### src/rtl/midi_note_rx.sv
// MIDI input front end: 31250-baud serial receiver plus Note On/Off parser.
// Ports: clk, reset (async active-low), midiRx (serial line, idle high),
//   resetNoteForMem (consumer ack); midiNotes {on,vel,0,note}, noteForMem,
//   midiInterrupt (load pulse), overrun (sticky), frameErr (bad stop pulse).
module midi_note_rx #(
  parameter int         CLKS_PER_BIT   = 1600,
  parameter bit         CHAN_FILTER_EN = 1'b0,
  parameter logic [3:0] CHANNEL        = 4'h0
) (
  input  logic        clk,
  input  logic        reset,
  input  logic        midiRx,
  input  logic        resetNoteForMem,
  output logic [15:0] midiNotes,
  output logic        noteForMem,
  output logic        midiInterrupt,
  output logic        overrun,
  output logic        frameErr
);

  localparam int CW = $clog2(CLKS_PER_BIT);

  localparam logic [CW-1:0] HALF_M1 =
    CW'(CLKS_PER_BIT / 2 - 1);
  localparam logic [CW-1:0] FULL_M1 =
    CW'(CLKS_PER_BIT - 1);
  localparam logic [CW-1:0] CNT_ONE = CW'(1);

  typedef enum logic [1:0] {
    B_IDLE,
    B_START,
    B_DATA,
    B_STOP
  } bstate_t;

  typedef enum logic [1:0] {
    P_WAIT_STATUS,
    P_WAIT_NOTE,
    P_WAIT_VEL
  } pstate_t;

  // ---------------------------------------------------------------
  // Input synchronizer (resets to the idle line level)
  // ---------------------------------------------------------------
  logic rx_meta;
  logic rx_s;

  always_ff @(posedge clk or negedge reset) begin
    if (!reset) begin
      rx_meta <= 1'b1;
      rx_s    <= 1'b1;
    end else begin
      rx_meta <= midiRx;
      rx_s    <= rx_meta;
    end
  end

  // ---------------------------------------------------------------
  // Byte receiver
  // ---------------------------------------------------------------
  bstate_t       b_st;
  bstate_t       b_nxt;
  logic [CW-1:0] cnt;
  logic [2:0]    bit_idx;
  logic [7:0]    shreg;
  logic          cnt_clr;
  logic          bit_take;
  logic          byte_valid;
  logic          frame_bad;

  always_ff @(posedge clk or negedge reset) begin
    if (!reset) begin
      b_st <= B_IDLE;
    end else begin
      b_st <= b_nxt;
    end
  end

  always_comb begin
    b_nxt      = b_st;
    cnt_clr    = 1'b0;
    bit_take   = 1'b0;
    byte_valid = 1'b0;
    frame_bad  = 1'b0;
    unique case (b_st)
      B_IDLE: begin
        cnt_clr = 1'b1;
        if (!rx_s) begin
          b_nxt = B_START;
        end
      end
      B_START: begin
        if (cnt == HALF_M1) begin
          cnt_clr = 1'b1;
          // A line that is high again at mid start bit was a glitch
          if (rx_s) begin
            b_nxt = B_IDLE;
          end else begin
            b_nxt = B_DATA;
          end
        end
      end
      B_DATA: begin
        if (cnt == FULL_M1) begin
          cnt_clr  = 1'b1;
          bit_take = 1'b1;
          if (bit_idx == 3'd7) begin
            b_nxt = B_STOP;
          end
        end
      end
      B_STOP: begin
        if (cnt == FULL_M1) begin
          cnt_clr = 1'b1;
          b_nxt   = B_IDLE;
          if (rx_s) begin
            byte_valid = 1'b1;
          end else begin
            frame_bad = 1'b1;
          end
        end
      end
      default: begin
        b_nxt = B_IDLE;
      end
    endcase
  end

  always_ff @(posedge clk or negedge reset) begin
    if (!reset) begin
      cnt      <= '0;
      bit_idx  <= 3'd0;
      shreg    <= 8'h00;
      frameErr <= 1'b0;
    end else begin
      frameErr <= frame_bad;
      if (cnt_clr) begin
        cnt <= '0;
      end else begin
        cnt <= cnt + CNT_ONE;
      end
      if (b_st == B_START) begin
        bit_idx <= 3'd0;
      end else if (bit_take) begin
        bit_idx <= bit_idx + 3'd1;
      end
      // LSB arrives first, so shift in from the top
      if (bit_take) begin
        shreg <= {rx_s, shreg[7:1]};
      end
    end
  end

  // ---------------------------------------------------------------
  // Message parser
  // ---------------------------------------------------------------
  pstate_t    p_st;
  pstate_t    p_nxt;
  logic       rs_valid;
  logic       rs_valid_nxt;
  logic       rs_on;
  logic       rs_on_nxt;
  logic [6:0] note_r;
  logic [6:0] note_nxt;
  logic       done;
  logic       on_bit;
  logic       is_rt;
  logic       is_note_st;
  logic       is_other_st;
  logic       is_data;
  logic       chan_reject;

  assign is_rt       = (shreg[7:3] == 5'b11111);
  assign is_note_st  = (shreg[7:5] == 3'b100);
  assign is_data     = !shreg[7];
  assign is_other_st = shreg[7] && !is_rt && !is_note_st;
  assign chan_reject = CHAN_FILTER_EN &&
                       (shreg[3:0] != CHANNEL);

  // Velocity zero on a Note On is a release
  assign on_bit = rs_on && (shreg[6:0] != 7'd0);

  always_ff @(posedge clk or negedge reset) begin
    if (!reset) begin
      p_st     <= P_WAIT_STATUS;
      rs_valid <= 1'b0;
      rs_on    <= 1'b0;
      note_r   <= 7'd0;
    end else begin
      p_st     <= p_nxt;
      rs_valid <= rs_valid_nxt;
      rs_on    <= rs_on_nxt;
      note_r   <= note_nxt;
    end
  end

  always_comb begin
    p_nxt        = p_st;
    rs_valid_nxt = rs_valid;
    rs_on_nxt    = rs_on;
    note_nxt     = note_r;
    done         = 1'b0;
    if (byte_valid) begin
      unique case (1'b1)
        is_rt: begin
          p_nxt = p_st;
        end
        is_note_st: begin
          if (chan_reject) begin
            rs_valid_nxt = 1'b0;
            p_nxt        = P_WAIT_STATUS;
          end else begin
            rs_valid_nxt = 1'b1;
            rs_on_nxt    = shreg[4];
            p_nxt        = P_WAIT_NOTE;
          end
        end
        is_other_st: begin
          rs_valid_nxt = 1'b0;
          p_nxt        = P_WAIT_STATUS;
        end
        is_data: begin
          unique case (p_st)
            P_WAIT_STATUS: begin
              if (rs_valid) begin
                note_nxt = shreg[6:0];
                p_nxt    = P_WAIT_VEL;
              end
            end
            P_WAIT_NOTE: begin
              note_nxt = shreg[6:0];
              p_nxt    = P_WAIT_VEL;
            end
            P_WAIT_VEL: begin
              done  = 1'b1;
              p_nxt = P_WAIT_NOTE;
            end
            default: begin
              p_nxt = P_WAIT_STATUS;
            end
          endcase
        end
        default: begin
          p_nxt = p_st;
        end
      endcase
    end
  end

  // ---------------------------------------------------------------
  // Consumer handshake
  // ---------------------------------------------------------------
  always_ff @(posedge clk or negedge reset) begin
    if (!reset) begin
      midiNotes     <= 16'h0000;
      noteForMem    <= 1'b0;
      midiInterrupt <= 1'b0;
      overrun       <= 1'b0;
    end else begin
      midiInterrupt <= done;
      if (done) begin
        midiNotes  <= {on_bit, shreg[6:0],
                       1'b0, note_r};
        noteForMem <= 1'b1;
        // An ack in the same cycle consumed the old word
        if (noteForMem && !resetNoteForMem) begin
          overrun <= 1'b1;
        end
      end else if (resetNoteForMem) begin
        noteForMem <= 1'b0;
      end
    end
  end

endmodule

### config.mk
export PLATFORM = sky130hd
export DESIGN_NAME = midi_note_rx
export DESIGN_NICKNAME = d
export VERILOG_FILES = /design/src/rtl/midi_note_rx.sv
export SDC_FILE = /design/constraint.sdc
export NUM_CORES = 1
export LEC_CHECK = 0
export CAP_MARGIN = 20
export CORE_ASPECT_RATIO = 0.6
export CORE_MARGIN = 5
export CORE_UTILIZATION = 53
export CTS_BUF_LIST = sky130_fd_sc_hd__clkbuf_4
export CTS_CLUSTER_SIZE = 30
export DETAILED_ROUTE_END_ITERATION = 7
export PLACE_DENSITY = 0.88
export SYNTH_ARGS = -nofsm -noshare
export SYNTH_HDL_FRONTEND = slang
export SYNTH_SLANG_ARGS = --single-unit
### constraint.sdc
create_clock -name clk -period 2.1 [get_ports clk]
set_input_delay 0.315 -clock clk [delete_from_list [all_inputs] [get_ports clk]]
set_output_delay 0.315 -clock clk [all_outputs]
set_load 0.1 [all_outputs]
; ---- Word-level counts from Yosys, hierarchy flattened
; Index checks and enable logic that the tools add are counted.
[word_totals]
elab_cells = 90
reg_bits = 56
n_memories = 0
mem_bits_ro = 0
latch_bits = 0
out_inout_bits = 20
mem_bits_rw = 0
[op_classes]
n_eq_ne = 17
reduce_logical = 23
bitwise = 1
muxes = 32
mul = 0
div = 0
n_addsub = 2
n_shift = 0
n_lt_le_gt_ge = 0
[op_table]
columns = operator, n
row1 = 2-to-1 mux 2 bit, 8
row2 = 2-to-1 mux 1 bit, 14
row3 = one-hot mux 7 bit (2 select lines), 1
row4 = inequality test 2 bit (second input constant), 6
row5 = one-hot mux 2 bit (3 select lines), 2
row6 = adder 11 x 1 -> 11 bit (second input constant), 1
row7 = equality test 11 x 10 -> 1 bit (second input constant), 1
row8 = equality test 11 bit (second input constant), 1
row9 = 2-to-1 mux 11 bit, 1
row10 = one-hot mux 2 bit (4 select lines), 1
row11 = nonzero test 2 bit, 4
row12 = 2-to-1 mux 7 bit, 1
row13 = nonzero test 7 bit, 1
row14 = equality test 2 bit (second input constant), 3
row15 = equality test 3 bit (second input constant), 2
row16 = 2-to-1 mux 3 bit, 2
row17 = AND reduction 2 bit, 3
row18 = equality test 5 bit (second input constant), 1
row19 = AND reduction 5 bit, 1
row20 = equality test 2 x 1 -> 1 bit (second input constant), 2
row21 = logical AND 1 bit, 4
row22 = zero test 1 bit, 4
row23 = zero test 2 bit, 2
row24 = inequality test 4 bit (second input constant), 1
row25 = 8 further kinds, 8

; ---- Logic depth before layout (Yosys ltp)
[logic_depth]
ltp_word = 6
mapped_depth = 8
depth_no_buf = 5

; ---- Worst setup path before layout
; Ideal clock, no wire load.
[synth_timing]
path_type = register to register
startpoint = reg cnt[0]
endpoint = reg midiNotes[10]
setup_ps = 125
period_less_slack_ps = 2079
path_stages_with_launch = 9
arrival_time_ps = 1954
slack_ps = 21
n_path_buf = 3
cell_sequence = dfrtp_1 ha_1 and4_1 buf_6 nand4_4 or4_4 buf_6 buf_12 mux2_4
[synth_via]
elab_chain_cells = 4
[synth_lines]
columns = item, line
row1 = from (decl), 63  ; logic [CW-1:0] cnt;
row2 = from (signal assigned), 140  ; cnt <= cnt + CNT_ONE;
row3 = equality test 11 bit, 113  ; if (cnt == FULL_M1) begin
row4 = 2-to-1 mux 1 bit, 113
row5 = 2-to-1 mux 1 bit, 85  ; unique case (b_st)
row6 = 2-to-1 mux 1 bit, 203  ; if (byte_valid) begin
row7 = to (signal assigned), 262  ; midiNotes <= {on_bit, shreg[6:0],
row8 = to (decl), 14  ; output logic [15:0] midiNotes,
; No other way between the ends.
; A chain may end at the register's enable or synchronous reset.

; ---- Worst setup path after layout
[layout_timing]
startpoint = reg cnt[8]
endpoint = reg midiNotes[10]
; Same word-level chain as after synthesis.

==> impl_metrics.env <==
export IMPL_ant_nets=0
export IMPL_antenna_found_initial=0
export IMPL_hp_class="in -> async"
export IMPL_grtUsageTotal_pct=15.8
export IMPL_syn_inst=189
export IMPL_max_cap_viol_count=0
export IMPL_syn_num_nets=196
export IMPL_grt_pass1_wl_mm=7.75
export IMPL_worst_setup_path_start_kind="flop"
export IMPL_finalHoldViolCount=0
export IMPL_crit_required_ns=2.38
export IMPL_grt_start_max_net_pins=29
export IMPL_first_pass_iters=4
export IMPL_die_w_um=97.8
export IMPL_initialDrtViolationCount=166
export IMPL_place_hpwl_mm=3.38
export IMPL_status="finished clean"
export IMPL_vias=1684
export IMPL_wl_per_cell_um=17.7
export IMPL_cts_buffer_depth=2
export IMPL_clock_fmax_mhz=480
export IMPL_async_reset_ff_share_pct=100
export IMPL_crit_path_end_kind="flop"
export IMPL_final_util_pct=64.7
export IMPL_final_cell_mix="dfrtp_1, buf_4, mux2_2, nor2_1"
export IMPL_syn_to_final_growth_pct=19.0
export IMPL_die_area_sq_um=6140
export IMPL_cts_tree="done"
export IMPL_max_vdd_ir_drop_v=0.000408
export IMPL_cts_sinks=56
export IMPL_drt_total_wl_mm=5.24
export IMPL_p_total_mw=1.59
export IMPL_core_area_sq_um=4520
export IMPL_synth_area_per_cell_sq_um=13.0
export IMPL_synth_area_sq_um=2450
export IMPL_start_util_pct=54.3
export IMPL_diodes=0
export IMPL_drive_gt1_share_pct=41.9
export IMPL_clock_skew_ns=0.0234
export IMPL_critPathMaxFanout=7
export IMPL_ios=24
export IMPL_cp_arrival_ns=2.36
export IMPL_nNetsFinal=240
export IMPL_htreeDepth=2
export IMPL_synth_seq_cells=56
export IMPL_p_per_area_nw_per_um2=546
export IMPL_crit_path_max_incr_delay_ns=0.64
export IMPL_path_clk_slew_ns=0.17
export IMPL_fin_crit_ns=2.08
export IMPL_grt_setup_unrepaired="yes"
export IMPL_cts_buffers=5
export IMPL_worstSetupPathType="reg -> reg"
export IMPL_cts_root_buf="clkbuf_4"
export IMPL_path_cells="nor4b_4 > nand4_4 > or4_4 > mux2_4"
export IMPL_crit_family="simple AND/OR/NAND/NOR gates"
export IMPL_final_common_cell="dfrtp_1"
export IMPL_drv_slew=0
export IMPL_synth_edf_count=0
export IMPL_setup_viol=0
export IMPL_grt_overflow_total=0
export IMPL_yosysUniqueCellTypes=40
export IMPL_path_buf_inv=0
export IMPL_gp_congestion=0.857
export IMPL_fin_crit_sh_pct=99.1
export IMPL_avgViaCountPerCell=5.67
export IMPL_die_h_um=62.7
export IMPL_io_buffers=22
export IMPL_drc=0
export IMPL_ys_flop_type="dfrtp_1"
export IMPL_total_leakage_power_nw=1.44
export IMPL_clkLatencyLatePin_ns=0.38
export IMPL_slowest_stage="or4_4"
export IMPL_yosysWarnings=0
export IMPL_yosysSeqAreaShare_pct=57.2
export IMPL_grt_pass1_vias=1588
export IMPL_row_count=19
==> worst paths after layout <==
path	cells after the start	slack, ns	end	from
setup / recovery	4	0.02	midiNotes[10]	cnt[8]
hold / removal	2	0.29	midiNotes[12]	reset
setup reg to reg	4	0.02	midiNotes[10]	cnt[8]
hold reg to reg	0	0.37	rx_s	rx_meta
max in group asynchronous	3	1.13	rx_s	reset
min in group clk	1	0.34	rx_meta	midiRx
==> routing by layer <==
metal	share of wire, %	GRT usage [%]	vias to the layer above
met5	0	0	-
met4	1.2	5.53	0
met3	6.2	4.46	6
met2	48	23.7	60
met1	45	22.1	856
li1	-	-	762
==> Yosys cell counts (2+ instances only) <==
library cell	n	area share, %
dfrtp_1	54	55
mux2_2	24	11
nor2_1	14	2.1
inv_1	9	1.4
nand2_1	9	1.4
mux2_4	6	3.7
nand3_1	6	1.2
nand4_1	5	1.3
xnor2_1	5	1.8
and4_1	4	1.4
mux2i_1	4	1.6
xor2_1	4	1.4
a21oi_1	3	0.61
buf_2	3	0.61
clkbuf_1	3	0.46
ha_1	3	1.5
nor3_1	3	0.61
and3_1	2	0.51
buf_6	2	0.92
dfstp_2	2	2.1
nand2b_1	2	0.51
nor4_1	2	0.51
nor4b_1	2	0.71
or4_1	2	0.61
==> through the flow <==
step | hold WS, ns | cell area [sq um] | instances | setup WS, ns | setup TNS (ns)
4_1_cts | 0.278 | 2790 | 286 | 0.0218 | 0
2_1_floorplan | 0.0194 | 2450 | 189 | 0.0207 | 0
5_1_grt | 0.312 | 2920 | 297 | -0.0457 | -0.237
3_5_place_dp | 0.180 | 2720 | 277 | -0.00357 | -0.00357
6_report | 0.288 | 2920 | 297 | 0.0182 | 0
3_3_place_gp | 0.176 | 2720 | 277 | 0.0970 | 0
==> cells by family after synthesis <==
| group | Yosys count | synth area share (%) |
|---|---|---|
| simple gates | 58 | 14.7 |
| flops | 56 | 57.2 |
| mux | 34 | 16.3 |
| buf+inv | 19 | 4.49 |
| compound gates | 9 | 2.40 |
| xor+xnor | 9 | 3.21 |
| fa+ha+maj | 3 | 1.53 |
| other cells | 1 | 0.153 |
==> area by class of cell <==
class	instances	area [sq um]
Tap cell	63	78.8
Fill cell	347	1600
Sequential cell	56	1410
Clock buffer	5	37.5
Multi-Input combinational cell	116	991
Clock inverter	3	21.3
Inverter	9	33.8
Timing Repair Buffer	45	350
==> timing repair <==
item | 4_1_cts | 5_1_grt
endpoints found under the hold margin | 8 | 0
setup buffers | 0 | 8
resized for setup | 1 | 17
pin swaps | 0 | 6
hold buffers | 1 | 0
setup endpoints to repair | 6 | 23
cloned | 0 | 3
==> report_power, final <==
group | internal (mW) | switching (mW)
clock network | 0.133 | 0.341
logic | 0.00783 | 0.0288
registers | 1.08 | 0.00176
==> sequential cells by signal, summed over array words and instances (netlist names), 2 cells and up, named ones only <==
| signal | flops |
|---|---|
| p_st | 2 |
| cnt | 11 |
| shreg | 8 |
| bit_idx | 3 |
| note_r | 7 |
| midiNotes | 15 |
(Power assumes the default switching activity.)
